`config.mk`:
```
export PLATFORM = sky130hd
export DESIGN_NAME = div64x32
export DESIGN_NICKNAME = d
export VERILOG_FILES = /design/src/rtl/div64x32.sv
export SDC_FILE = /design/constraint.sdc
export NUM_CORES = 1
export LEC_CHECK = 0
export ABC_AREA = 1
export CAP_MARGIN = 10
export CORE_ASPECT_RATIO = 1.2
export CORE_MARGIN = 4
export CORE_UTILIZATION = 50
export DETAILED_ROUTE_END_ITERATION = 10
export PLACE_DENSITY = 0.77
export SLEW_MARGIN = 20
export SYNTH_ARGS = -nofsm -noshare
export SYNTH_HDL_FRONTEND = slang
export SYNTH_SLANG_ARGS = --single-unit
```
`constraint.sdc`:
```
create_clock -name clk -period 5.2 [get_ports clk]
set_clock_uncertainty 0.05 [all_clocks]
set_input_delay 0.78 -clock clk [delete_from_list [all_inputs] [get_ports clk]]
set_output_delay 0.78 -clock clk [all_outputs]
set_load 0.03 [all_outputs]
```
`src/rtl/div64x32.sv`:
```
// div64x32: sequential restoring divider, 2W-bit dividend / W-bit divisor -> W-bit quotient and remainder
//   clk, reset (async, active-high), start: handshake inputs
//   dividend[2W-1:0], divisor[W-1:0]: operands, captured only when start is accepted in IDLE
//   busy: high during CHECK and RUN
//   quotient, remainder: results, held from the fall of busy until the next accepted start
//   div_by_zero, overflow: error flags for the last accepted operation
module div64x32 #(
    parameter int W = 32
) (
    input  logic           clk,
    input  logic           reset,
    input  logic           start,
    input  logic [2*W-1:0] dividend,
    input  logic [W-1:0]   divisor,
    output logic           busy,
    output logic [W-1:0]   quotient,
    output logic [W-1:0]   remainder,
    output logic           div_by_zero,
    output logic           overflow
);
    localparam int CW = $clog2(W);
    localparam logic [CW-1:0] LAST = CW'(W - 1);
    typedef enum logic [1:0] {IDLE, CHECK, RUN, DONE} state_t;
    state_t state_q, state_d;
    logic [W-1:0] r_q, q_q, d_q, quot_q, rem_q;
    logic [CW-1:0] cnt_q;
    logic dz_q, ov_q;
    logic [W:0] r_sh;
    logic ge;
    logic [W-1:0] r_nx, q_nx;
    logic last, err;
    // R < divisor is guaranteed in RUN, so the shifted remainder needs only one extra bit
    assign r_sh = {r_q, q_q[W-1]};
    assign ge   = r_sh >= {1'b0, d_q};
    assign r_nx = ge ? W'(r_sh - {1'b0, d_q}) : r_sh[W-1:0];
    assign q_nx = {q_q[W-2:0], ge};
    assign last = cnt_q == LAST;
    // r_q holds the dividend's upper half during CHECK
    assign err  = d_q == '0 || r_q >= d_q;
    always_ff @(posedge clk or posedge reset) begin
        if (reset) state_q <= IDLE;
        else       state_q <= state_d;
    end
    always_comb begin
        state_d = state_q;
        case (state_q)
            IDLE:    state_d = start ? CHECK : IDLE;
            CHECK:   state_d = err ? DONE : RUN;
            RUN:     state_d = last ? DONE : RUN;
            default: state_d = IDLE;
        endcase
    end
    always_comb begin
        busy = state_q == CHECK || state_q == RUN;
    end
    always_ff @(posedge clk or posedge reset) begin
        if (reset) begin
            r_q    <= '0;
            q_q    <= '0;
            d_q    <= '0;
            cnt_q  <= '0;
            quot_q <= '0;
            rem_q  <= '0;
            dz_q   <= 1'b0;
            ov_q   <= 1'b0;
        end else begin
            case (state_q)
                IDLE: if (start) begin
                    r_q  <= dividend[2*W-1:W];
                    q_q  <= dividend[W-1:0];
                    d_q  <= divisor;
                    dz_q <= 1'b0;
                    ov_q <= 1'b0;
                end
                CHECK: begin
                    cnt_q <= '0;
                    if (d_q == '0) begin
                        dz_q   <= 1'b1;
                        quot_q <= '1;
                        rem_q  <= q_q;
                    end else if (err) begin
                        ov_q   <= 1'b1;
                        quot_q <= '1;
                        rem_q  <= '0;
                    end
                end
                RUN: begin
                    r_q   <= r_nx;
                    q_q   <= q_nx;
                    cnt_q <= cnt_q + 1'b1;
                    // results are published only once the final bit is known
                    if (last) begin
                        quot_q <= q_nx;
                        rem_q  <= r_nx;
                    end
                end
                default: ;
            endcase
        end
    end
    assign quotient    = quot_q;
    assign remainder   = rem_q;
    assign div_by_zero = dz_q;
    assign overflow    = ov_q;
endmodule

```
# Word-level counts from Yosys, hierarchy flattened
# Cells that the tools add are included.
[totals]
regBits = 169
in_bits = 99
out_inout_bits = 67
word_cells = 58
[op_classes]
addsub = 2
n_lt_le_gt_ge = 2
n_eq_ne = 9
muxes = 24
n_reduce_logical = 12
[op_table]
columns = ["op", "n"]
rows = [
  ["$mux W32", 9],
  ["$pmux W32 S2", 4],
  ["$ge A33 B32 Y1", 1],
  ["$ge A32 B32 Y1", 1],
  ["$logic_not A32 Y1", 1],
  ["$sub A32 B32 Y32", 1],
  ["$pmux W5 S2", 1],
  ["$ne A2 B2 Y1 const B", 4],
  ["$mux W1", 7],
  ["$pmux W2 S3", 1],
  ["$reduce_and A3 Y1", 2],
  ["$reduce_bool A2 Y1", 3],
  ["$add A5 B1 Y5 const B", 1],
  ["$eq A5 B5 Y1 const B", 1],
  ["$pmux W1 S2", 2],
  ["$reduce_and A2 Y1", 2],
  ["$reduce_and A4 Y1", 1],
  ["$ne A3 B2 Y1 const B", 1],
  ["$eq A2 B1 Y1 const B", 1],
  ["$eq A2 B2 Y1 const B", 1],
  ["$logic_not A2 Y1", 1],
  ["$logic_or A1 B1 Y1", 2],
  ["$ne A2 B1 Y1 const B", 1],
]

# Longest topological paths before layout
[depth]
depth_word = 5
mapped_depth = 18

# Worst setup path before layout
# OpenSTA, ideal clock, no wires.
[synth_path]
path_kind = "register to register"
start = "register r_q[27]"
end = "register rem_q[0] (netlist: remainder[0])"
t_arrival_ns = 2.114
required_ns = 5.084
slack_ns = 2.970
path_stages_with_launch = 18
n_path_buf = 1
period_less_slack_ns = 2.230
path_cell_list = "dfrtp_1 ha_1 nand2_1 inv_1 nand2_1 inv_1 nand2_1 inv_1 nand2_1 nand2_1 nor2_4 nand2_4 nor2_4 buf_2 nand2_1 nand3_1 nand2_1 nand2_1"
[synth_via]
elab_chain_len = 4
[synth_rtl]
columns = ["item", "line_no", "source"]
rows = [
  ["from (decl)", "25", "logic [W-1:0] r_q, q_q, d_q, quot_q, rem_q;"],
  ["from (signal assigned)", "69", "r_q <= dividend[2*W-1:W];"],
  ["from (signal assigned)", "88", "r_q <= r_nx;"],
  ["$ge A33 B32 Y1 or $ge A32 B32 Y1 (tied branches)", "34, 39", ""],
  ["$mux W32 or $logic_or A1 B1 Y1 (tied branches)", "35, 39", ""],
  ["$mux W32 or $ne A3 B2 Y1 (tied branches)", "--", ""],
  ["$pmux W32 S2 or $reduce_and A3 Y1 (tied branches)", "--", ""],
  ["to (signal assigned)", "80", "rem_q <= q_q;"],
  ["to (signal assigned)", "94", "rem_q <= r_nx;"],
  ["to (decl)", "25", ""],
]
# Several ways; a longest one is shown, not always the timed one. The select of a mux whose other input is x is not followed.
# A chain may end at the register's enable or synchronous reset.

# Worst setup path after layout
[layout_path]
start = "register d_q[1]"
end = "register rem_q[18] (netlist: remainder[18])"
[layout_via]
elab_chain_len = 4
[layout_rtl]
columns = ["item", "line_no", "source"]
rows = [
  ["from (decl)", "25", ""],
  ["from (signal assigned)", "71", "d_q <= divisor;"],
  ["$sub A32 B32 Y32 (tied with other cells)", "35", "assign r_nx = ge ? W'(r_sh - {1'b0, d_q}) : r_sh[W-1:0];"],
  ["$mux W32 or $logic_or A1 B1 Y1 (tied branches)", "35, 39", ""],
  ["$mux W32 or $ne A3 B2 Y1 (tied branches)", "--", ""],
  ["$pmux W32 S2 or $reduce_and A3 Y1 (tied branches)", "--", ""],
]
# Several ways; a longest one is shown, not always the timed one. The select of a mux whose other input is x is not followed.

==> results.tsv <==
stage	metric	value	unit
sta	rsz0062_at_grt	no	
clock_tree	cts.sinks	169	
routing	drt_wl_total	35790	um
die	core_area	21850	um2
clock_tree	root_buffer	clkbuf_16	
global_routing	first_global_vias	10840	
critical_path	path_max_fanout	33	
placed_design	place_hpwl	27380	um
clock_tree	hold_buffers	0	
clock_tree	cts_resized	0	
sta	fin_crit_sh	64.04	%
finish	n_antenna_cell	0	
die	die_x	144.4	um
die	core.rowCount	59	
die	start_util	51.05	%
sta	setup_viol	0	
synth	synth-seq-cells	169	
clock_tree	cts_tree	built	
global_routing	grt_max_degree	170	
run	cap_violations	0	
critical_path	crit_type	flip-flop to flip-flop	
synth	ys_seq_area_share	37.91	%
routing	drtIter0Drc	823	
die	die_area	24770	um2
routing	dr.pass1.iters	6	
finish	drive_above_1_share	5.293	%
global_routing	grt_use_total	29.16	%
die	die_h	171.6	um
synth	syn_inst	1624	
finish	nFillCells	2056	
global_routing	grt_pass1_wl	56500	um
synth	synth.distinct_cells	35	
sta	tightest_slew	0.8977	ns
sta	max_freq	300.3	MHz
critical_path	crit_arrival	3.64	ns
finish	syn_to_final_growth	22.16	%
global_routing	gr-total-overflow	0	
synth	syn_area_per_cell	6.869	um2
routing	drc	0	
critical_path	critPathLaunchType	flip-flop	
synth	syn_area	11160	um2
finish	postLayoutCellArea	13630	um2
routing	via_count	11000	
finish	nets	1933	
clock_tree	clockBufferDepth	2	
sta	finalCriticalPeriod	3.330	ns
sta	maxSlewHeadroom	40.15	%
sta	finalHoldViolCount	0	
routing	ant_nets	0	
routing	wl_per_cell	17.46	um
synth	ys_warn_count	0	
clock_tree	h-tree-depth	4	
synth	synth_fp_nets	1794	
finish	regArea	4229	um2
worst_hold_path	hold_class	flip-flop to flip-flop	
global_routing	grt_antenna_before_repair	0	
clock_tree	clock_latency	0.44	ns
clock_tree	clk_pin_slew	0.08	ns
sta	finalSetupTns	0	ns
clock_tree	post-cts-setup-buffers	0	
synth	synthFlopType	dfrtp_1	
synth	async_flop_share	100.0	%
die	ios	166	
status	status	completed	
clock_tree	cts_buffers	17	
placed_design	portBuffers	165	
routing	avgViaCountPerCell	5.367	
sta	drv_slew	0	
finish	multiInputGateArea	5866	um2
critical_path	worstSetupEndpointType	flip-flop	
placed_design	placed_cell_area	13020	um2
critical_path	cp.required	5.51	ns
placed_design	gp_congestion	0.9185	
synth	synth_edf_count	0	
[path summary, 6_finish.rpt]
path / from / cells after the start / end / slack [ns]
setup reg to reg: d_q[1] / 10 / remainder[18] / 1.87
min in group asynchronous: reset / 3 / quotient[6] / 0.94
setup / recovery: d_q[1] / 10 / remainder[18] / 1.87
hold / removal: remainder[2] / 2 / remainder[2] / 0.43
hold reg to reg: remainder[2] / 2 / remainder[2] / 0.43
max in group asynchronous: reset / 3 / r_q[30] / 3.53
[metrics by stage]
step / hold WS (ns) / setup WS [ns] / util, % / std cells
after global routing: 0.4470 / 1.648 / 62.37 / 2050
after detailed placement: 0.4141 / 1.885 / 59.59 / 2018
final: 0.4312 / 1.870 / 62.37 / 2050
after floorplan: 0.4055 / 2.215 / - / 1624
after CTS: 0.4380 / 1.836 / 62.37 / 2050
after global placement: 0.4123 / 2.007 / 59.59 / 2018
[sequential cells by signal, summed over array words and instances (netlist names)]
name and flops:
remainder 32, r_q 32, d_q 32, cnt_q 5, overflow 1, state_q 2, div_by_zero 1, q_q 32
quotient 32
[cells by family after synthesis]
logic type	synth area share, %
and+or+nand+nor	33.43
buffers and inverters	9.735
AOI/OAI and AO/OA	9.713
DFF	37.91
adders and majority gates	8.031
xor gates and xnor gates	1.178
[synth_stat cells, types with 7 or more instances]
cell type	number	area [um2]
nor3_1	10	50.05
xor2_1	13	113.9
o21ai_0	70	350.3
nand2_2	11	68.82
or2_2	24	150.1
o211ai_1	31	232.7
inv_1	223	837.1
buf_2	13	65.06
o21bai_1	8	60.06
dfrtp_1	169	4229
a21oi_1	78	390.4
nand4_1	12	75.07
nand3b_1	7	52.55
nand3_1	105	525.5
nand2_1	640	2402
ha_1	70	875.8
nor4_1	10	62.56
nor2_1	65	244.0
clkbuf_1	33	123.9
[cells in the final DEF (no fill, tap or decap), drive strengths merged, types with 2 or more instances in the layout]
| master | instances |
|---|---|
| nand2 | 652 |
| inv | 232 |
| dfrtp | 169 |
| clkdlybuf4s50 | 165 |
| nand3 | 106 |
| a21oi | 79 |
| nor2 | 73 |
| o21ai | 70 |
| ha | 70 |
| o211ai | 31 |
| or2 | 24 |
| clkbuf | 18 |
| xor2 | 13 |
| nand4 | 12 |
| nor3 | 10 |
| nor4 | 10 |
| buf | 9 |
| o21bai | 8 |
| nand3b | 7 |
| clkinv | 7 |
| xnor2 | 2 |
| and2 | 2 |
| o21a | 2 |
| a31oi | 2 |
[per-layer routing]
metal	global-route usage, %	routed length, um	vias up
li1	-	-	5392
met1	40.07	15700	5164
met2	48.38	17010	397
met3	4.561	2386	50
met4	7.343	690	0
met5	0	0	-
[area by class of cell]
type | count | area share, %
multi-input cells | 1175 | 43.04
well taps | 274 | 2.516
flip-flops and latches | 169 | 31.03
repair buffers | 174 | 12.71
clock buffers | 18 | 3.149
inverters | 226 | 6.252
clock inverters | 14 | 1.304
[critical path, stage by stage (launching register included)]
cell and delay (ns):
dfrtp_1 0.50, nor4_1 0.60, nand2_1 0.11, nor2_1 0.21, nand2_1 0.15, nand4_1 0.25, nor2_1 0.11, nor2_4 0.57
buf_4 0.46, nand2_1 0.11, nand2_1 0.09
Power is left out: the tool's default activity adds up to more than one toggle a clock period on the data nets, which glitch-free logic cannot reach.
==> RTL change (config.mk and constraints unchanged) <==
Add an input register stage for `start`, `dividend` and `divisor`, without a reset; this delays them by one clock.
--- a/src/rtl/div64x32.sv
+++ b/src/rtl/div64x32.sv
@@ -22,4 +22,15 @@
     localparam logic [CW-1:0] LAST = CW'(W - 1);
     typedef enum logic [1:0] {IDLE, CHECK, RUN, DONE} state_t;
+
+    logic start_q;
+    logic [2*W-1:0] dividend_q;
+    logic [W-1:0] divisor_q;
+
+    always_ff @(posedge clk) begin
+        start_q    <= start;
+        dividend_q <= dividend;
+        divisor_q  <= divisor;
+    end
+
     state_t state_q, state_d;
     logic [W-1:0] r_q, q_q, d_q, quot_q, rem_q;
@@ -45,5 +56,5 @@
         state_d = state_q;
         case (state_q)
-            IDLE:    state_d = start ? CHECK : IDLE;
+            IDLE:    state_d = start_q ? CHECK : IDLE;
             CHECK:   state_d = err ? DONE : RUN;
             RUN:     state_d = last ? DONE : RUN;
@@ -66,8 +77,8 @@
         end else begin
             case (state_q)
-                IDLE: if (start) begin
-                    r_q  <= dividend[2*W-1:W];
-                    q_q  <= dividend[W-1:0];
-                    d_q  <= divisor;
+                IDLE: if (start_q) begin
+                    r_q  <= dividend_q[2*W-1:W];
+                    q_q  <= dividend_q[W-1:0];
+                    d_q  <= divisor_q;
                     dz_q <= 1'b0;
                     ov_q <= 1'b0;
Function: changed (a bounded check fails within 4 cycles, from zero or initial values and one cycle with reset high).
==> RTL change against the unedited design <==
- wire length up 3.9%
- synthesized cell count up 8.8%
- worst setup slack worse by 0.052 ns
- final area up 20%
- global-route usage down 4.2 points
- sequential cell count up 97
- maximum frequency down 1.5%
- synthesized area up 21%
- sequential share of layout area up 6.6 points
Power is not shown: default switching activity piles up to over one toggle a cycle in this logic, so the estimate is an artifact.
==> RTL change: results <==
group,metric,value,unit
synthesis,async_reset_ff_share,63.5,%
clock_tree,cts_made_buffers,27,
critical_path,critPathSlowestCell,"buf_4",
clock_tree,clock-root-buffer,"clkbuf_16",
synthesis,syn_nets,1937,
place,routabilityCongestion,0.933,
grt,grt.total_usage,25.0,%
grt,met2_usage,40.3,%
layout,antenna_cells,0,
clock_tree,clk_pin_slew,0.06,ns
layout,largest_reg_flops,64,
synthesis,synth_cell_types,37,
routing,dr.first_iter.drc_count,780,
synthesis,yosysSeqAreaShare,45.5,%
layout,top_register,"dividend_q",
clock_tree,ctsResizeCount,0,
critical_path,worstPathMaxFanout,71,
layout,nNetsFinal,2077,
outcome,outcome,"complete, no violations",
critical_path,worstPathArrival,3.78,ns
clock_tree,clock_path_buffers,3,
clock_tree,ctsHoldBuffers,0,
grt,grt_pass1_wl,60.8,mm
routing,viasPerCell,5.24,
place,dpl.hpwl,28.1,mm
routing,dr.pass1.iters,5,
sta,timing.slew.headroom,29.6,%
grt,grt.met1_usage,36.0,%
grt,use_met3,3.33,%
grt,grt_max_degree,170,
synthesis,synth-main-ff-cell,"dfrtp_1",
grt,first_global_vias,11700,
synthesis,synthTopCellsByArea,"dfrtp_1 31%, nand2_1 17%, dfxtp_1 14%",
grt,antenna_found_initial,0,
routing,routed_wl,37.2,mm
clock_tree,htreeDepth,1,
synthesis,yosys-top-cells-count,"603 x nand2_1, 244 x inv_1, 169 x dfrtp_1, 103 x nand3_1, 97 x dfxtp_1",
clock_tree,clock_latency,0.54,ns
layout,drive_above_1_share,7.58,%
layout,fill_cells,2317,
place,port-buffer-count,165,
critical_path,crit_family,"buffers and inverters",
grt,overflow,0,
critical_path,slowest_delay,0.70,ns
-- RTL change: cell types whose count changed in the layout (fill, tap and decap cells not counted), sizes merged, moves of 14 or more --
cell / change
nand2: -43
clkbuf: +20
nand3: +30
dfxtp: +97
inv: +14
nand4: +41
-- RTL change: metal layers --
layer / share of wire [%] / up-vias / wire length [um]
li1: - / 5875 / -
met1: 45 / 5529 / 16900
met2: 46 / 386 / 17300
met3: 6.0 / 57 / 2220
met4: 2.1 / 0 / 788
met5: 0 / - / 0
-- RTL change: cell families after synthesis --
kind of cell	count (synthesis)	share of synthesized area, %
AND/OR/NAND/NOR	930	30.6
buffers and inverters	309	9.12
flip-flops	266	45.5
AO/OA/AOI/OAI	177	7.27
adder cells (fa/ha/maj)	71	6.61
XOR/XNOR	14	0.905
-- RTL change: worst register-to-register path, cell delays in order (launching register included) --
cell and delay [ns]:
dfrtp_1 0.40, inv_1 0.14, ha_4 0.15, buf_4 0.70, a21oi_2 0.13, buf_4 0.28
inv_2 0.70, buf_4 0.45, o211ai_1 0.17, o21ai_0 0.12
-- RTL change: worst paths after layout --
path	startpoint	end	slack, ns	depth (start not counted)
max	state_q[0]$_DFF_PP0_	q_q[4]$_DFFE_PP0P_	1.82	9
min	divisor_q[15]$_DFF_P_	d_q[15]$_DFFE_PP0P_	0.39	2
max reg2reg	state_q[0]$_DFF_PP0_	q_q[4]$_DFFE_PP0P_	1.82	9
min reg2reg	divisor_q[15]$_DFF_P_	d_q[15]$_DFFE_PP0P_	0.39	2
max in group asynchronous	reset	d_q[27]$_DFFE_PP0P_	3.58	3
min in group asynchronous	reset	d_q[2]$_DFFE_PP0P_	0.74	3
-- RTL change: cell type report --
class,count,share of cell area [%]
Clock buffer,38,5.13
Clock inverter,11,0.711
Inverter,245,5.64
Multi-Input combinational cell,1192,37.7
Sequential cell,266,37.7
Tap cell,335,2.56
Timing Repair Buffer,175,10.6
-- RTL change: through the flow --
stage / instance area, um^2 / instances / util [%] / hold slack [ns] / setup WS, ns
global route: 16400 / 2262 / 61.8 / 0.417 / 1.58
detailed placement: 15400 / 2213 / 58.2 / 0.378 / 1.89
CTS: 16400 / 2262 / 61.8 / 0.393 / 1.87
global placement: 15400 / 2213 / 58.2 / 0.376 / 1.94
floorplan: 13600 / 1767 / - / 0.352 / 2.22
finish: 16400 / 2262 / 61.8 / 0.389 / 1.82
